## src/rtl/mc_ctrl_pkg.sv

```systemverilog
// Shared encodings for the multi-cycle MIPS-subset control unit.
// Holds the opcode/func values, ALU and next-PC codes, and the FSM state type.
package mc_ctrl_pkg;

    localparam logic [5:0] OP_RTYPE = 6'b000000;
    localparam logic [5:0] OP_J     = 6'b000010;
    localparam logic [5:0] OP_BEQ   = 6'b000100;
    localparam logic [5:0] OP_ADDI  = 6'b001000;
    localparam logic [5:0] OP_ORI   = 6'b001101;
    localparam logic [5:0] OP_LW    = 6'b100011;
    localparam logic [5:0] OP_SW    = 6'b101011;

    localparam logic [5:0] FN_ADD = 6'b100000;
    localparam logic [5:0] FN_SUB = 6'b100010;
    localparam logic [5:0] FN_AND = 6'b100100;
    localparam logic [5:0] FN_OR  = 6'b100101;
    localparam logic [5:0] FN_SLT = 6'b101010;

    localparam logic [2:0] ALU_ADD = 3'b000;
    localparam logic [2:0] ALU_SUB = 3'b001;
    localparam logic [2:0] ALU_AND = 3'b010;
    localparam logic [2:0] ALU_OR  = 3'b011;
    localparam logic [2:0] ALU_SLT = 3'b100;

    localparam logic [1:0] NPC_SEQ = 2'b00;
    localparam logic [1:0] NPC_BR  = 2'b01;
    localparam logic [1:0] NPC_JMP = 2'b10;

    typedef enum logic [2:0] {
        S_RST    = 3'd0,
        S_FETCH  = 3'd1,
        S_DECODE = 3'd2,
        S_EXEC   = 3'd3,
        S_MEM    = 3'd4,
        S_WB     = 3'd5
    } state_e;

    function automatic logic op_legal(input logic [5:0] op);
        case (op)
            OP_RTYPE, OP_J, OP_BEQ, OP_ADDI, OP_ORI, OP_LW, OP_SW: op_legal = 1'b1;
            default:                                               op_legal = 1'b0;
        endcase
    endfunction

endpackage

```

## src/rtl/mc_ctrl_if.sv

```systemverilog
// Control bus between the multi-cycle controller (master) and the datapath/IR/memory side (slave).
interface mc_ctrl_if #(
    parameter int ALUCTR_W = 3,
    parameter int CNT_W    = 32
);
    logic [5:0]          op;
    logic [5:0]          func;
    logic                zero;
    logic                mem_ready;
    logic                pc_we;
    logic                ir_we;
    logic [1:0]          npcctr;
    logic                memread;
    logic                memwrite;
    logic                iord;
    logic                alusrc;
    logic [ALUCTR_W-1:0] aluctr;
    logic                regwrite;
    logic                regdst;
    logic                memtoreg;
    logic                illegal;
    logic [CNT_W-1:0]    retired;

    modport master (
        input  op, func, zero, mem_ready,
        output pc_we, ir_we, npcctr, memread, memwrite, iord, alusrc, aluctr,
               regwrite, regdst, memtoreg, illegal, retired
    );

    modport slave (
        output op, func, zero, mem_ready,
        input  pc_we, ir_we, npcctr, memread, memwrite, iord, alusrc, aluctr,
               regwrite, regdst, memtoreg, illegal, retired
    );
endinterface

```

## src/rtl/mc_alu_dec.sv

```systemverilog
// Combinational ALU-control decoder: (op, func) -> ALU code, plus whether an R-type func is supported.
module mc_alu_dec
    import mc_ctrl_pkg::*;
#(
    parameter int ALUCTR_W = 3
) (
    input  logic [5:0]          op_i,
    input  logic [5:0]          func_i,
    output logic [ALUCTR_W-1:0] aluctr_o,
    output logic                func_ok_o
);

    always_comb begin
        aluctr_o  = ALUCTR_W'(ALU_ADD);
        func_ok_o = 1'b1;
        case (op_i)
            OP_RTYPE: begin
                case (func_i)
                    FN_ADD:  aluctr_o = ALUCTR_W'(ALU_ADD);
                    FN_SUB:  aluctr_o = ALUCTR_W'(ALU_SUB);
                    FN_AND:  aluctr_o = ALUCTR_W'(ALU_AND);
                    FN_OR:   aluctr_o = ALUCTR_W'(ALU_OR);
                    FN_SLT:  aluctr_o = ALUCTR_W'(ALU_SLT);
                    default: func_ok_o = 1'b0;
                endcase
            end
            OP_BEQ:  aluctr_o = ALUCTR_W'(ALU_SUB);
            OP_ORI:  aluctr_o = ALUCTR_W'(ALU_OR);
            default: aluctr_o = ALUCTR_W'(ALU_ADD);
        endcase
    end

endmodule

```

## src/rtl/mc_ctrl.sv

```systemverilog
// Multi-cycle control FSM: sequences FETCH/DECODE/EXEC/MEM/WB, stalls on mem_ready,
// flags illegal encodings and counts retired instructions.
module mc_ctrl
    import mc_ctrl_pkg::*;
#(
    parameter int ALUCTR_W = 3,
    parameter int CNT_W    = 32
) (
    input  logic     clk,
    input  logic     rst_n,
    mc_ctrl_if.master bus
);

    state_e              state_q, state_d;
    logic [CNT_W-1:0]    retired_q, retired_d;
    logic [5:0]          op_q, func_q;
    logic [5:0]          dec_op, dec_func;
    logic [ALUCTR_W-1:0] alu_code;
    logic                func_ok;
    logic                retire;

    // DECODE still sees the live IR fields; later states use the latched copies.
    assign dec_op   = (state_q == S_DECODE) ? bus.op   : op_q;
    assign dec_func = (state_q == S_DECODE) ? bus.func : func_q;

    mc_alu_dec #(.ALUCTR_W(ALUCTR_W)) u_alu_dec (
        .op_i      (dec_op),
        .func_i    (dec_func),
        .aluctr_o  (alu_code),
        .func_ok_o (func_ok)
    );

    always_ff @(posedge clk or negedge rst_n) begin
        if (!rst_n) begin
            state_q   <= S_RST;
            retired_q <= '0;
        end else begin
            state_q   <= state_d;
            retired_q <= retired_d;
        end
    end

    always_ff @(posedge clk) begin
        if (state_q == S_DECODE) begin
            op_q   <= bus.op;
            func_q <= bus.func;
        end
    end

    assign retired_d   = retired_q + CNT_W'(retire);
    assign bus.retired = retired_q;

    always_comb begin
        state_d      = state_q;
        retire       = 1'b0;
        bus.pc_we    = 1'b0;
        bus.ir_we    = 1'b0;
        bus.npcctr   = NPC_SEQ;
        bus.memread  = 1'b0;
        bus.memwrite = 1'b0;
        bus.iord     = 1'b0;
        bus.alusrc   = 1'b0;
        bus.aluctr   = '0;
        bus.regwrite = 1'b0;
        bus.regdst   = 1'b0;
        bus.memtoreg = 1'b0;
        bus.illegal  = 1'b0;
        case (state_q)
            S_RST: state_d = S_FETCH;
            S_FETCH: begin
                bus.memread = 1'b1;
                if (bus.mem_ready) begin
                    bus.ir_we = 1'b1;
                    bus.pc_we = 1'b1;
                    state_d   = S_DECODE;
                end
            end
            S_DECODE: begin
                if (!op_legal(dec_op) || (dec_op == OP_RTYPE && !func_ok)) begin
                    bus.illegal = 1'b1;
                    state_d     = S_FETCH;
                end else if (dec_op == OP_J) begin
                    bus.pc_we  = 1'b1;
                    bus.npcctr = NPC_JMP;
                    retire     = 1'b1;
                    state_d    = S_FETCH;
                end else begin
                    state_d = S_EXEC;
                end
            end
            S_EXEC: begin
                bus.aluctr = alu_code;
                bus.alusrc = !(op_q == OP_RTYPE || op_q == OP_BEQ);
                if (op_q == OP_BEQ) begin
                    bus.pc_we  = bus.zero;
                    bus.npcctr = NPC_BR;
                    retire     = 1'b1;
                    state_d    = S_FETCH;
                end else if (op_q == OP_LW || op_q == OP_SW) begin
                    state_d = S_MEM;
                end else begin
                    state_d = S_WB;
                end
            end
            S_MEM: begin
                bus.iord     = 1'b1;
                bus.memread  = (op_q == OP_LW);
                bus.memwrite = (op_q == OP_SW);
                if (bus.mem_ready) begin
                    if (op_q == OP_LW) begin
                        state_d = S_WB;
                    end else begin
                        retire  = 1'b1;
                        state_d = S_FETCH;
                    end
                end
            end
            S_WB: begin
                bus.regwrite = 1'b1;
                bus.regdst   = (op_q == OP_RTYPE);
                bus.memtoreg = (op_q == OP_LW);
                retire       = 1'b1;
                state_d      = S_FETCH;
            end
            default: state_d = S_RST;
        endcase
    end

endmodule

```

## src/flat_wrapper.sv

```systemverilog
// flat-port wrapper written by rule: the top's interface ports become plain ports
module mc_ctrl_flat import mc_ctrl_pkg::*;
#(
    parameter int ALUCTR_W = 3,
    parameter int CNT_W    = 32
)
  (clk, rst_n, bus_op, bus_func, bus_zero, bus_mem_ready, bus_pc_we, bus_ir_we, bus_npcctr, bus_memread, bus_memwrite, bus_iord, bus_alusrc, bus_aluctr, bus_regwrite, bus_regdst, bus_memtoreg, bus_illegal, bus_retired);
  mc_ctrl_if #(.ALUCTR_W(ALUCTR_W), .CNT_W(CNT_W)) bus_i ();
  input  logic clk;
  input  logic rst_n;
  input wire logic [$bits(bus_i.op)-1:0] bus_op;
  input wire logic [$bits(bus_i.func)-1:0] bus_func;
  input wire logic [$bits(bus_i.zero)-1:0] bus_zero;
  input wire logic [$bits(bus_i.mem_ready)-1:0] bus_mem_ready;
  output wire logic [$bits(bus_i.pc_we)-1:0] bus_pc_we;
  output wire logic [$bits(bus_i.ir_we)-1:0] bus_ir_we;
  output wire logic [$bits(bus_i.npcctr)-1:0] bus_npcctr;
  output wire logic [$bits(bus_i.memread)-1:0] bus_memread;
  output wire logic [$bits(bus_i.memwrite)-1:0] bus_memwrite;
  output wire logic [$bits(bus_i.iord)-1:0] bus_iord;
  output wire logic [$bits(bus_i.alusrc)-1:0] bus_alusrc;
  output wire logic [$bits(bus_i.aluctr)-1:0] bus_aluctr;
  output wire logic [$bits(bus_i.regwrite)-1:0] bus_regwrite;
  output wire logic [$bits(bus_i.regdst)-1:0] bus_regdst;
  output wire logic [$bits(bus_i.memtoreg)-1:0] bus_memtoreg;
  output wire logic [$bits(bus_i.illegal)-1:0] bus_illegal;
  output wire logic [$bits(bus_i.retired)-1:0] bus_retired;
  assign bus_i.op = bus_op;
  assign bus_i.func = bus_func;
  assign bus_i.zero = bus_zero;
  assign bus_i.mem_ready = bus_mem_ready;
  assign bus_pc_we = bus_i.pc_we;
  assign bus_ir_we = bus_i.ir_we;
  assign bus_npcctr = bus_i.npcctr;
  assign bus_memread = bus_i.memread;
  assign bus_memwrite = bus_i.memwrite;
  assign bus_iord = bus_i.iord;
  assign bus_alusrc = bus_i.alusrc;
  assign bus_aluctr = bus_i.aluctr;
  assign bus_regwrite = bus_i.regwrite;
  assign bus_regdst = bus_i.regdst;
  assign bus_memtoreg = bus_i.memtoreg;
  assign bus_illegal = bus_i.illegal;
  assign bus_retired = bus_i.retired;
  mc_ctrl #(.ALUCTR_W(ALUCTR_W), .CNT_W(CNT_W)) u_core (.clk(clk), .rst_n(rst_n), .bus(bus_i));
endmodule
```

## config.mk

```make
export PLATFORM = sky130hd
export DESIGN_NAME = mc_ctrl_flat
export DESIGN_NICKNAME = d
export VERILOG_FILES = /design/src/rtl/mc_ctrl_pkg.sv /design/src/rtl/mc_ctrl_if.sv /design/src/rtl/mc_alu_dec.sv /design/src/rtl/mc_ctrl.sv /design/src/flat_wrapper.sv
export SDC_FILE = /design/constraint.sdc
export NUM_CORES = 1
export LEC_CHECK = 0
export CORE_ASPECT_RATIO = 1.75
export CORE_MARGIN = 2
export CORE_UTILIZATION = 40
export CTS_CLUSTER_DIAMETER = 80
export DETAILED_ROUTE_END_ITERATION = 8
export GPL_ROUTABILITY_DRIVEN = 0
export GPL_TIMING_DRIVEN = 0
export PLACE_DENSITY = 0.65
export SYNTH_ARGS = -nofsm -noshare
export SYNTH_HDL_FRONTEND = slang
export SYNTH_SLANG_ARGS = --single-unit
```

## constraint.sdc

```tcl
create_clock -name clk -period 6.16 [get_ports clk]
set_input_delay 1.232 -clock clk [delete_from_list [all_inputs] [get_ports clk]]
set_output_delay 1.232 -clock clk [all_outputs]
set_load 0.1 [all_outputs]
```

* Word level (Yosys, flattened, before mapping)
Index checks and enable logic that the tools add are counted.
W data, S select, Z words.
** Storage, ports and cells
- Output and inout port bits :: 47
- Bits in writable memories :: 0
- Input port bits :: 16
- Bits in latches :: 0
- Register bits :: 47
- Word-level logic and storage cells :: 80
- Memories kept :: 0
- Memory bits (read-only) :: 0
** Operators by class
- Div/mod/pow operators :: 0
- Bitwise gates (word level) :: 0
- Reductions and logical operators :: 14
- Multiply operators :: 0
- Magnitude comparators :: 0
- Add/subtract/negate cells :: 1
- Eq/ne operators :: 21
- Mux-type cells :: 40
- Shifts and indexed selects :: 0
** Operator list (count)
- $eq A6 B6 Y1 const B :: 9
- $add A32 B1 Y32 :: 1
- $mux W1 :: 22
- $mux W3 :: 6
- $pmux W3 S5 :: 1
- $eq A6 B3 Y1 const B :: 2
- $eq A6 B4 Y1 const B :: 2
- $logic_not A6 Y1 :: 2
- $mux W6 :: 2
- $pmux W3 S4 :: 1
- $pmux W3 S3 :: 1
- $reduce_or A7 Y1 :: 1
- $eq A3 B2 Y1 const B :: 2
- $eq A3 B3 Y1 const B :: 2
- $eq A6 B2 Y1 const B :: 1
- $mux W2 :: 3
- $reduce_or A5 Y1 :: 1
- $ne A2 B2 Y1 const B :: 2
- $pmux W1 S4 :: 1
- $pmux W2 S2 :: 1
- $eq A3 B1 Y1 const B :: 1
- $logic_not A1 Y1 :: 3
- $logic_not A3 Y1 :: 1
- $logic_or A1 B1 Y1 :: 3
- 5 further kinds :: 5

* Longest topological paths before layout
- Depth in word-level cells :: 12
- Gate-level depth with buffers :: 13
- Gate-level depth less buffers :: 12

* By module
From an unflattened synthesis, not the netlist that was laid out.
** Second synthesis, totals
- Cell total of the unflattened synthesis :: 227
- Area, all modules :: 2417.3 um^2
** Modules (own cells, without submodules)
- mc_ctrl :: cells each 207, area an instance 2277.2 um^2, times used 1, seq. area each 1116.1 um^2
- mc_alu_dec :: cells each 20, area an instance 140.1 um^2, times used 1, seq. area each 0.0 um^2

* Least setup slack after synthesis
OpenSTA, ideal clock, no wires.
- Path type :: flip-flop to output port
- Start point :: register u_core.state_q[0]
- End point :: output port bus_memwrite
- Cell stages (with the launch flop) :: 4
- Setup slack :: 1184 ps
- Buffers on the path :: 1
- Arrival :: 3744 ps
- Required time :: 4928 ps
- Cell sequence :: dfrtp_1 -> clkbuf_1 -> nor3_1 -> and3_1
** On the way
- Longest elaborated chain between the ends :: 2
** RTL lines
- start, declared :: RTL line mc_ctrl.sv:14 : state_e state_q, state_d;
- start signal, assigned :: RTL line mc_ctrl.sv:38 : state_q <= state_d;
- $eq A3 B3 Y1 :: RTL line mc_ctrl.sv:68 : case (state_q)
- $mux W1 :: RTL line mc_ctrl.sv:68
- end, declared :: RTL line flat_wrapper.sv:19 : output wire logic [$bits(bus_i.memwrite)-1:0] bus_memwrite;
No other way between the ends.

* Worst setup path after layout
- Start point :: input port bus_op[3]
- End point :: output port bus_illegal
** On the way
- Longest elaborated chain between the ends :: 9
- Elaborated cells between the ends (all ways) :: 18
- Those cells by class :: eq/ne: 6; mux: 6; reduce/logical: 6
** RTL lines
- start, declared :: RTL line flat_wrapper.sv:11 : input wire logic [$bits(bus_i.op)-1:0] bus_op;
- $mux W6 (*) :: RTL line mc_ctrl.sv:23 : assign dec_op = (state_q == S_DECODE) ? bus.op : op_q;
- $eq A6 B3 Y1 (tied with other cells) :: RTL line mc_ctrl_pkg.sv:39 : case (op)
- $reduce_or A7 Y1 :: RTL line mc_ctrl_pkg.sv:39
- $mux W1 :: RTL line mc_ctrl_pkg.sv:39
- $mux W1 :: RTL line mc_ctrl.sv:68
- $logic_not A1 Y1 :: RTL line mc_ctrl.sv:79 : if (!op_legal(dec_op) || (dec_op == OP_RTYPE && !func_ok)) begin
- $logic_or A1 B1 Y1 (*) :: RTL line mc_ctrl.sv:79
- $mux W1 (*) :: RTL line mc_ctrl.sv:79
- $mux W1 (*) :: RTL line mc_ctrl.sv:68
- end, declared :: RTL line flat_wrapper.sv:26 : output wire logic [$bits(bus_i.illegal)-1:0] bus_illegal;
Every way passes the cells marked *; elsewhere a longest branch is shown, timed or not. The select of a mux whose other input is x is not followed.

==> metrics.cfg <==
[critical_path]
cp_max_fo = 5
rr_worst_depth = 10
crit_top_cell = clkdlybuf4s50_1
cp-start-kind = primary input
crit_chain = clkdlybuf4s50_1 -> or4_1 -> nor4_1 -> a21o_1 -> a41oi_2 -> a21oi_1 -> clkdlybuf4s50_1
crit_arrival_ns = 4.13
reg2reg_from = u_core.state_q[2]$_DFFE_PN0P_
slowest_stage = clkdlybuf4s50_1
max_stage_delay_ns = 1.15
reg2reg_to = u_core.bus.retired[28]$_DFF_PN0_
rrSetupSlack_ns = 2.64
crit_required_ns = 4.93
end_kind = output port
path_class = in -> out

[clock_network]
clock-sinks = 47
cts_buffers = 5
clockRootBuffer = clkbuf_8
clk_latency_ns = 0.30
cts_tree = yes
cts.repair.resized = 0
clk_pin_slew_ns = 0.09
cts_setup_buffers = 0
hold_buffers = 0
clockBufferDepth = 2
htreeDepth = 2

[finish]
diodes = 0
fillers = 550
drive_above_1_share = 0.0443
finalInstanceArea_um2 = 3140
final_nets = 333
syn2layout_area_growth_pct = 35.5

[routing]
wl_per_cell_um = 13.7
via_count = 1990
first_pass_iters = 4
dr.first_iter.drc_count = 101
drc_errors = 0
vias_per_cell = 5.08
antenna_left = 0
finalWirelength_um = 5370

[floorplanning]
core-area_um2 = 5590
die_h_um = 105
io_pins = 63
dieWidth_um = 61.5
dieArea_um2 = 6440
initial_core_util = 0.415
rows = 36

[synthesis]
synth.most_common_cell = nand2_1
synth_top_area_share = 0.378
synth.top_cells.by_area = dfrtp_1 (38%), dfxtp_1 (10%), xnor2_1 (9.1%)
synth_top_cell_by_area = dfrtp_1
synth_cell_types = 44
ys_warn_count = 0
synth_edf_count = 0
synth_common_cells = nand2_1 (47), dfrtp_1 (35), xnor2_1 (24)
synth_nets = 264
ys_seq_elements = 47
synthCells = 246
yosys_most_used_dff = dfrtp_1
ys_seq_area_frac = 0.482
async_flop_share = 0.745
synth_area_um2 = 2320
synth_area_per_cell_um2 = 9.42

[timing]
slew_headroom = 0.334
max_clock_freq_mhz = 187
finClkSkew_ns = 0.0105
rsz0062_at_grt = no
fin_crit_sh = 0.870
fin_crit_ns = 5.36
tightest_slew_ns = 0.996
hold_viol_final = 0
fin_setup_tns_ns = 0
drv_slew = 0
setup_viol = 0

[grt]
grt_usage = 0.183
grt_pass1_vias = 1979
overflow = 0
antenna_found_initial = 0
grt_pass1_wl_um = 9120
grt_max_degree = 36

[power]
p_leak_uw = 0.00137
irDropWorstVdd_mv = 0.212
pwr-share-comb = 0.471
totalPowerFinal_uw = 1250
p_seq_frac = 0.349
clkPwrFrac = 0.180
p_int_uw = 659
power_density_nw_per_um2 = 399
switchingPower_uw = 596
swShare = 0.475

[min_path]
hp-start = u_core.func_q[4]$_DFF_P_
whs_path_depth = 2
hold_class = reg -> reg
hold_end = u_core.func_q[4]$_DFF_P_

[placed_design]
port_buffers = 62
placed_area_um2 = 3030
dpl.hpwl_um = 4140

[job]
drv_cap = 0

[outcome]
status = finished, final reports clean

sequential cells by signal, indices dropped and copies added (netlist names):
signal	flops
u_core.state_q	3
u_core.func_q	6
u_core.op_q	6
u_core.bus.retired	32
placed cells by master (no fill, tap or decap), types with 2 or more instances in the layout:
cell and count:
a21o_1 2, nor2b_1 3, and2_1 5, nor4_1 3, a22oi_1 2, nor3b_1 2, xnor2_1 24, nand4_1 8
xor2_1 8, clkbuf_8 5, dfrtp_1 35, dfxtp_1 12, a21oi_1 6, and4_1 4, nor2_1 14, nor3_1 8
inv_1 10, clkdlybuf4s50_1 61, ha_1 2, nand2_1 47, and3_1 7, nand2b_1 2, clkbuf_1 3, o21ai_0 3
nand3_1 15
logic make-up (layout without fill, tap and decap cells):
logic type | count (synthesis) | in the layout | synth area share
DFF | 47 | 47 | 0.482
and+or+nand+nor | 126 | 126 | 0.282
muxes | 1 | 1 | 0.00432
AOI/OAI and AO/OA | 22 | 22 | 0.0670
buffers and inverters | 15 | 85 | 0.0292
adders and majority gates | 3 | 3 | 0.0151
xor gates and xnor gates | 32 | 32 | 0.121
power groups by stage:
stage	sequential [uW]	combinational, uW	clock (uW)
floorplan	542	341	0
global placement	443	588	0
detailed placement	444	592	0
CTS	438	594	231
global route	450	627	245
finish	437	591	226
cell type report:
class / instances / area [um2] / area share
Clock inverter: 3 / 43.8 / 0.0139
Tap cell: 76 / 95.1 / 0.0303
Multi-Input combinational cell: 184 / 1130 / 0.361
Sequential cell: 47 / 1120 / 0.355
Buffer: 5 / 30.0 / 0.00956
Inverter: 10 / 37.5 / 0.0120
Clock buffer: 5 / 68.8 / 0.0219
Timing Repair Buffer: 62 / 616 / 0.196
how the worst max path moves through the flow:
stage	start	endpoint	slack, ns	depth (start not counted)
2_1_floorplan	u_core.state_q[0]$_DFFE_PN0P_	bus_memwrite	1.18	3
3_3_place_gp	bus_op[3]	bus_illegal	0.81	7
3_5_place_dp	bus_op[3]	bus_illegal	0.81	7
4_1_cts	bus_op[3]	bus_illegal	0.80	7
5_1_grt	bus_op[3]	bus_illegal	0.63	7
6_report	bus_op[3]	bus_illegal	0.80	7
metrics by stage:
step                instances   util  hold slack (ns)  worst slack, ns
CTS                       392  0.562            0.447            0.797
finish                    392  0.562            0.444            0.801
detailed placement        384  0.542            0.433            0.813
global placement          384  0.543            0.433            0.814
floorplan                 246      -            0.414             1.18
global route              392  0.562            0.475            0.634
worst max-delay path, delay by kind of cell:
kind | cells | cell delay [ns]
buffers and inverters | 2 | 1.65
and+or+nand+nor | 2 | 0.78
AOI/OAI and AO/OA | 3 | 0.46
layer usage:
layer | GRT usage | wire length [um] | vias to the layer above
li1 | - | - | 989
met1 | 0.221 | 2240 | 919
met2 | 0.308 | 2740 | 72
met3 | 0.0408 | 288 | 10
met4 | 0.0593 | 102 | 0
met5 | 0 | 0 | -
Note: power is estimated with default switching activity, not from simulation.
